### src/rtl/lsu_ctrl.sv
// lsu_ctrl: multi-cycle load/store unit between the MEM stage and a
// synchronous data memory with DM_LATENCY read latency.
// Optional feature: define LSU_MISALIGN_EXC_EN to raise AdEL/AdES on
// misaligned word/half accesses instead of silently dropping the low bits.
module lsu_ctrl #(
  parameter int unsigned ADDR_W     = 32,
  parameter int unsigned DM_LATENCY = 1
) (
  input  logic              clk,
  input  logic              reset,
  input  logic              req_valid,
  output logic              req_ready,
  input  logic [2:0]        op,
  input  logic [ADDR_W-1:0] addr,
  input  logic [31:0]       wdata,
  output logic              resp_valid,
  output logic [31:0]       resp_rdata,
  output logic [1:0]        resp_exc,
  output logic              busy,
  output logic              mem_en,
  output logic              mem_we,
  output logic [3:0]        mem_be,
  output logic [ADDR_W-1:0] mem_addr,
  output logic [31:0]       mem_wdata,
  input  logic [31:0]       mem_rdata
);

  typedef enum logic [1:0] {
    S_IDLE,
    S_ACCESS,
    S_WAIT,
    S_DONE
  } state_e;

  typedef enum logic [2:0] {
    OP_LW  = 3'b000,
    OP_LB  = 3'b001,
    OP_LBU = 3'b010,
    OP_LH  = 3'b011,
    OP_LHU = 3'b100,
    OP_SW  = 3'b101,
    OP_SB  = 3'b110,
    OP_SH  = 3'b111
  } op_e;

  localparam logic [1:0] EXC_NONE = 2'b00;
  localparam logic [1:0] EXC_ADEL = 2'b01;
  localparam logic [1:0] EXC_ADES = 2'b10;
  localparam logic [3:0] LAT_INIT = 4'(DM_LATENCY);

  state_e            state_q, state_d;
  op_e               op_q, op_d;
  logic [ADDR_W-1:0] addr_q, addr_d;
  logic [31:0]       wdata_q, wdata_d;
  logic [31:0]       rdata_q, rdata_d;
  logic [3:0]        cnt_q, cnt_d;
  logic [1:0]        exc_q, exc_d;

  logic [1:0]        lane;
  logic              is_store;
  logic              fault;
  logic [3:0]        st_be;
  logic [31:0]       st_wdata;
  logic [7:0]        ld_byte;
  logic [15:0]       ld_half;
  logic [31:0]       ld_data;

  assign lane     = addr_q[1:0];
  assign is_store = (op_q == OP_SW) || (op_q == OP_SB) || (op_q == OP_SH);

  // Misalignment detection; without the feature every access proceeds.
  always_comb begin
    fault = 1'b0;
`ifdef LSU_MISALIGN_EXC_EN
    case (op_q)
      OP_LW, OP_SW:         fault = (lane != 2'b00);
      OP_LH, OP_LHU, OP_SH: fault = lane[0];
      default:              fault = 1'b0;
    endcase
`endif
  end

  // Store byte enables and lane-replicated write data.
  always_comb begin
    st_be    = 4'b1111;
    st_wdata = wdata_q;
    case (op_q)
      OP_SH: begin
        st_be    = lane[1] ? 4'b1100 : 4'b0011;
        st_wdata = {2{wdata_q[15:0]}};
      end
      OP_SB: begin
        st_be    = 4'b0001 << lane;
        st_wdata = {4{wdata_q[7:0]}};
      end
      default: ;
    endcase
  end

  // Load lane selection and sign/zero extension of the returned word.
  always_comb begin
    ld_byte = mem_rdata[7:0];
    case (lane)
      2'd0:    ld_byte = mem_rdata[7:0];
      2'd1:    ld_byte = mem_rdata[15:8];
      2'd2:    ld_byte = mem_rdata[23:16];
      default: ld_byte = mem_rdata[31:24];
    endcase
    ld_half = lane[1] ? mem_rdata[31:16] : mem_rdata[15:0];
    case (op_q)
      OP_LB:   ld_data = {{24{ld_byte[7]}}, ld_byte};
      OP_LBU:  ld_data = {24'd0, ld_byte};
      OP_LH:   ld_data = {{16{ld_half[15]}}, ld_half};
      OP_LHU:  ld_data = {16'd0, ld_half};
      default: ld_data = mem_rdata;
    endcase
  end

  // Next-state logic and outputs; every output is forced low while reset is high.
  always_comb begin
    state_d    = state_q;
    op_d       = op_q;
    addr_d     = addr_q;
    wdata_d    = wdata_q;
    rdata_d    = rdata_q;
    cnt_d      = cnt_q;
    exc_d      = exc_q;
    req_ready  = 1'b0;
    resp_valid = 1'b0;
    resp_rdata = '0;
    resp_exc   = EXC_NONE;
    mem_en     = 1'b0;
    mem_we     = 1'b0;
    mem_be     = '0;
    mem_addr   = '0;
    mem_wdata  = '0;

    case (state_q)
      S_IDLE: begin
        req_ready = 1'b1;
        if (req_valid) begin
          op_d    = op_e'(op);
          addr_d  = addr;
          wdata_d = wdata;
          rdata_d = '0;
          exc_d   = EXC_NONE;
          state_d = S_ACCESS;
        end
      end
      S_ACCESS: begin
        if (fault) begin
          exc_d   = is_store ? EXC_ADES : EXC_ADEL;
          state_d = S_DONE;
        end else if (is_store) begin
          mem_en    = 1'b1;
          mem_we    = 1'b1;
          mem_be    = st_be;
          mem_addr  = {addr_q[ADDR_W-1:2], 2'b00};
          mem_wdata = st_wdata;
          state_d   = S_DONE;
        end else begin
          mem_en   = 1'b1;
          mem_be   = 4'b1111;
          mem_addr = {addr_q[ADDR_W-1:2], 2'b00};
          cnt_d    = LAT_INIT;
          state_d  = S_WAIT;
        end
      end
      S_WAIT: begin
        // The counter holds the remaining latency; at 1 the read word is valid now.
        if (cnt_q == 4'd1) begin
          rdata_d = ld_data;
          state_d = S_DONE;
        end else begin
          cnt_d = cnt_q - 4'd1;
        end
      end
      default: begin
        resp_valid = 1'b1;
        resp_rdata = rdata_q;
        resp_exc   = exc_q;
        state_d    = S_IDLE;
      end
    endcase

    if (reset) begin
      req_ready  = 1'b0;
      resp_valid = 1'b0;
      resp_rdata = '0;
      resp_exc   = EXC_NONE;
      mem_en     = 1'b0;
      mem_we     = 1'b0;
      mem_be     = '0;
      mem_addr   = '0;
      mem_wdata  = '0;
    end
  end

  assign busy = ~reset & ~req_ready;

  // State and request registers with synchronous reset.
  always_ff @(posedge clk) begin
    if (reset) begin
      state_q <= S_IDLE;
      op_q    <= OP_LW;
      addr_q  <= '0;
      wdata_q <= '0;
      rdata_q <= '0;
      cnt_q   <= '0;
      exc_q   <= EXC_NONE;
    end else begin
      state_q <= state_d;
      op_q    <= op_d;
      addr_q  <= addr_d;
      wdata_q <= wdata_d;
      rdata_q <= rdata_d;
      cnt_q   <= cnt_d;
      exc_q   <= exc_d;
    end
  end

endmodule

### config.mk
export PLATFORM = sky130hd
export DESIGN_NAME = lsu_ctrl
export DESIGN_NICKNAME = d
export VERILOG_FILES = /design/src/rtl/lsu_ctrl.sv
export SDC_FILE = /design/constraint.sdc
export NUM_CORES = 1
export LEC_CHECK = 0
export CORE_ASPECT_RATIO = 1.25
export CORE_MARGIN = 2
export CORE_UTILIZATION = 45
export CTS_CLUSTER_DIAMETER = 60
export CTS_CLUSTER_SIZE = 28
export DETAILED_ROUTE_END_ITERATION = 16
export PLACE_DENSITY = 0.83
export RECOVER_POWER = 100
export SETUP_SLACK_MARGIN = 0.1
export SLEW_MARGIN = 20
export SYNTH_ARGS = -nofsm -noshare
export SYNTH_HDL_FRONTEND = slang
export SYNTH_SLANG_ARGS = --single-unit
### constraint.sdc
create_clock -name clk -period 2.5 [get_ports clk]
set_clock_uncertainty 0.2 [all_clocks]
set_input_delay 0.5 -clock clk [delete_from_list [all_inputs] [get_ports clk]]
set_output_delay 0.5 -clock clk [all_outputs]
set_load 0.05 [all_outputs]
# Yosys cells after proc, flatten, opt, wreduce, memory -nomap -nowiden
# Index checks and enable logic that the tools add are counted.
[totals]
register_bits = 105
input_bits = 102
output_inout_bits = 107
elab_cells = 73
[op_classes]
n_addsub = 1
n_eq_ne = 16
shift = 1
mux = 35
bitwise_logic = 3
reduce_logical = 11
[op_table]
columns = ["cell", "n"]
rows = [
  ["32-bit 2-to-1 mux", 9],
  ["32-bit one-hot mux with 2 select lines", 2],
  ["32-bit one-hot mux with 4 select lines", 1],
  ["4-bit 2-to-1 mux", 6],
  ["8-bit one-hot mux with 3 select lines", 1],
  ["16-bit 2-to-1 mux", 1],
  ["4-bit one-hot mux with 2 select lines", 2],
  ["3-bit == test, second input constant", 4],
  ["1-bit 2-to-1 mux", 10],
  ["2-bit inequality test, second input constant", 4],
  ["3-bit by 2-bit == test with 1-bit output, second input constant", 2],
  ["2-bit one-hot mux with 3 select lines", 1],
  ["3-bit AND reduction", 2],
  ["2-bit by 1-bit == test with 1-bit output, second input constant", 2],
  ["2-bit == test, second input constant", 2],
  ["4-bit by 1-bit == test with 1-bit output, second input constant", 1],
  ["2-bit logical NOT", 2],
  ["2-bit 2-to-1 mux", 2],
  ["2-bit AND reduction", 2],
  ["2-bit nonzero test", 2],
  ["1-bit by 2-bit << shifter with 4-bit output, first input constant", 1],
  ["4-bit by 1-bit subtractor with 4-bit output, second input constant", 1],
  ["3-bit by 1-bit == test with 1-bit output, second input constant", 1],
  ["3-bit OR reduction", 1],
  ["other kinds (3)", 5],
]

# Logic depth before layout (Yosys ltp)
[logic_depth]
ltp_word = 6
ltp_mapped = 8
depth_no_buf = 7

# Least setup slack after synthesis
# OpenSTA, ideal clock, no wires.
[synth_timing]
path_type = "reg-to-output"
from = "reg state_q[1]"
to = "out mem_wdata[27]"
arrival_time_ns = 2.412
required_time_ns = 1.800
slack_ns = -0.612
path_stages_with_launch = 8
n_path_buf = 1
path_cell_list = "dfxtp_1 > inv_1 > ha_1 > nand2_1 > inv_1 > nand3_1 > clkbuf_1 > a211oi_1"
[synth_via]
elab_chain_cells = 3
[synth_rtl]
columns = ["item", "line_no", "text"]
rows = [
  ["start: declaration", "51", "state_e state_q, state_d;"],
  ["start signal: assignment", "212", "state_q <= state_d;"],
  ["2-bit by 1-bit == test with 1-bit output", "138", "case (state_q)"],
  ["32-bit 2-to-1 mux", "138", ""],
  ["32-bit 2-to-1 mux", "186", "if (reset) begin"],
  ["end: declaration", "24", "output logic [31:0] mem_wdata,"],
]
# Every way passes these cells.

# Final worst setup path
[layout_timing]
from = "reg state_q[1]"
to = "out mem_wdata[25]"
# Same word-level chain as after synthesis.

==> impl_metrics.env <==
export IMPL_p_clk_share_pct=23.1
export IMPL_dpl_cell_area_sq_um=9060
export IMPL_wl_per_cell_um=16.8
export IMPL_core_area_sq_um=12100
export IMPL_antenna_found_initial=0
export IMPL_path_class="reg -> out"
export IMPL_finalHoldViolations=0
export IMPL_status="completed"
export IMPL_drive_gt1_share_pct=25.7
export IMPL_via_count=5996
export IMPL_max_freq_ghz=0.408
export IMPL_cts_sinks=105
export IMPL_grt_usage_pct=27.8
export IMPL_gp_congestion=0.835
export IMPL_pwr_share_comb_pct=41.9
export IMPL_cts_buffer_depth=2
export IMPL_rsz0062_at_grt="yes"
export IMPL_ys_ff_latch=105
export IMPL_path_clk_slew_ns=0.07
export IMPL_synthToLayoutAreaGrowth_pct=70.2
export IMPL_power_frac_seq_pct=34.9
export IMPL_synth_area_sq_um=5570
export IMPL_grt_pass1_vias=6042
export IMPL_ir_drop_mv=0.443
export IMPL_async_reset_ff_share_pct=0
export IMPL_htreeDepth=3
export IMPL_p_leak_nw=3.45
export IMPL_cp_start_kind="flop"
export IMPL_internal_power_mw=3.74
export IMPL_route_detailed_drc=0
export IMPL_antenna_cells=0
export IMPL_insertion_delay_ns=0.34
export IMPL_port_buffers=204
export IMPL_switching_power_mw=2.35
export IMPL_setup_viol=0
export IMPL_required_ns=1.80
export IMPL_syn_area_per_cell_sq_um=7.55
export IMPL_yosys_most_used_dff="dfxtp_1"
export IMPL_tightest_slew_ns=0.803
export IMPL_drv_cap=0
export IMPL_synth_distinct_cells=49
export IMPL_grt_pass1_wl_um=29200
export IMPL_synth_edf_count=0
export IMPL_finalNetCount=1048
export IMPL_final_setup_worst_slack_ns=0.0503
export IMPL_layout_min_cycle_time_ns=2.45
export IMPL_via_per_inst=5.41
export IMPL_dp_hpwl_um=13300
export IMPL_cp_data_arrival_time_ns=1.75
export IMPL_cts_root_buf="clkbuf_16"
export IMPL_rows=45
export IMPL_start_util_pct=46.0
export IMPL_grt_max_degree=39
export IMPL_worstSetupEndpointType="output port"
export IMPL_hold_class="reg -> reg"
export IMPL_cts_made_buffers=9
export IMPL_crit_fanout=11
export IMPL_fp_dieArea_sq_um=13300
export IMPL_power_density_nw_per_um2=643
export IMPL_grt_overflow=0
export IMPL_die_w_um=103
export IMPL_final_area_sq_um=9480
export IMPL_wirelength_um=18700
export IMPL_ys_seq_area_share_pct=37.8
export IMPL_slew_viol_final=0
export IMPL_drt_iter0_markers=255
export IMPL_ant_nets=0
export IMPL_swShare_pct=38.6
export IMPL_period_share_pct=98.0
export IMPL_dr_pass1_iters=5
export IMPL_slew_headroom_pct=46.5
export IMPL_postCtsHoldBufs=0
export IMPL_io_pins=209
export IMPL_tritoncts="built"
export IMPL_syn_instance_count=737
export IMPL_dpl_worst_slack_ns=0.0154
export IMPL_die_h_um=128
export IMPL_synth_warnings=0
==> worst paths after layout <==
path | end | slack (ns) | cells past startpoint | start
worst min register to register | rdata_q[7] | 0.24 | 2 | rdata_q[7]
worst min-delay path | rdata_q[7] | 0.24 | 2 | rdata_q[7]
worst max register to register | rdata_q[5] | 0.20 | 8 | state_q[1]
worst max-delay path | mem_wdata[25] | 0.05 | 8 | state_q[1]
==> per-layer routing <==
metal  vias up  GRT usage, %  wire length, um
met1      2815          30.6             6740
met3        58          8.15             1320
met4         0          12.7              931
met5         -             0                0
met2       257          48.7             9690
li1       2866             -                -
==> cell usage in the layout, fill, tap and decap left out, drive strengths merged, types with 2 or more instances in the layout <==
cell type	Yosys	routed
o2111ai	2	2
nand3	6	6
clkinvlp	0	7
a211oi	8	8
a21o	2	2
nor2	41	41
mux2i	14	14
a21boi	2	2
inv	11	9
a21oi	97	97
nor3	2	2
xor2	2	2
and2	73	73
o22a	7	7
nand2	200	200
xnor2	2	2
dfxtp	105	105
conb	1	4
o221ai	7	7
nor2b	5	5
o22ai	2	2
ha	6	6
o21ai	39	39
buf	29	136
clkdlybuf4s50	0	100
mux2	21	21
nand4bb	2	2
o211ai	3	3
clkbuf	28	19
a32oi	8	8
==> cells in the mapped netlist (all sizes together), types with 7 or more instances <==
cell type  instances  area, sq um
a211oi             8         60.1
a21oi             97          485
a32oi              8         70.1
and2              73          457
buf               29          175
clkbuf            28          105
dfxtp            105         2100
inv               11         41.3
mux2              21          236
mux2i             14          144
nand2            200          751
nor2              41          154
o21ai             39          236
o221ai             7         61.3
o22a               7         61.3
==> per-stage QoR <==
step | utilization [%] | power, mW | setup TNS [ns] | instances | hold WS, ns
after floorplan | - | 3.72 | -0.120 | 740 | 0.221
after global placement | 74.9 | 4.58 | 0 | 1081 | 0.227
after detailed placement | 74.9 | 4.65 | 0 | 1081 | 0.233
after CTS | 78.6 | 6.13 | 0 | 1104 | 0.246
after global routing | 78.3 | 6.44 | -0.0174 | 1109 | 0.269
final | 78.3 | 6.09 | 0 | 1109 | 0.245
==> repair_timing <==
action | 4_1_cts | 5_1_grt
endpoints found under the setup margin | 95 | 121
pin swaps | 4 | 4
gates cloned | 1 | 0
setup buffers | 6 | 5
resized for setup | 28 | 9
hold endpoints to repair | 0 | 0
==> logic make-up after synthesis <==
group	after synthesis	share of synthesized area (%)
AO/OA/AOI/OAI	183	20.2
XOR/XNOR	4	0.629
adder cells (fa/ha/maj)	6	1.35
buffers and inverters	68	5.78
flip-flops	105	37.8
multiplexers	35	6.83
other	1	0.0674
AND/OR/NAND/NOR	335	27.4
==> area by class of cell <==
type	count	area, sq um
clock inverter	6	68.8
timing repair buffer	245	3320
tap	164	205
clock buffer	10	229
inverter	11	51.3
sequential	105	2110
fill	787	2630
multi-input combinational	567	3480
timing repair inverter	1	7.51
==> registers in the layout, summed over array words and instances, names as in the netlist <==
| signal | flops |
|---|---|
| addr_q | 32 |
| cnt_q | 4 |
| op_q | 3 |
| rdata_q | 32 |
| state_q | 2 |
| wdata_q | 32 |
==> critical path: stages (launching register included) <==
cell and delay (ns):
dfxtp_2 0.34, inv_2 0.07, ha_4 0.14, nand2_4 0.06, inv_4 0.06, nand3_4 0.08
buf_6 0.20, a211oi_4 0.28, buf_12 0.18
==> power by group through the flow <==
stage	clock [mW]	combinational, mW	sequential (mW)
5_1_grt	1.50	2.78	2.16
2_1_floorplan	0	1.64	2.08
3_3_place_gp	0	2.45	2.13
3_5_place_dp	0	2.50	2.15
6_report	1.41	2.55	2.13
4_1_cts	1.43	2.57	2.12
No activity file was read; power rests on OpenSTA's default activity.
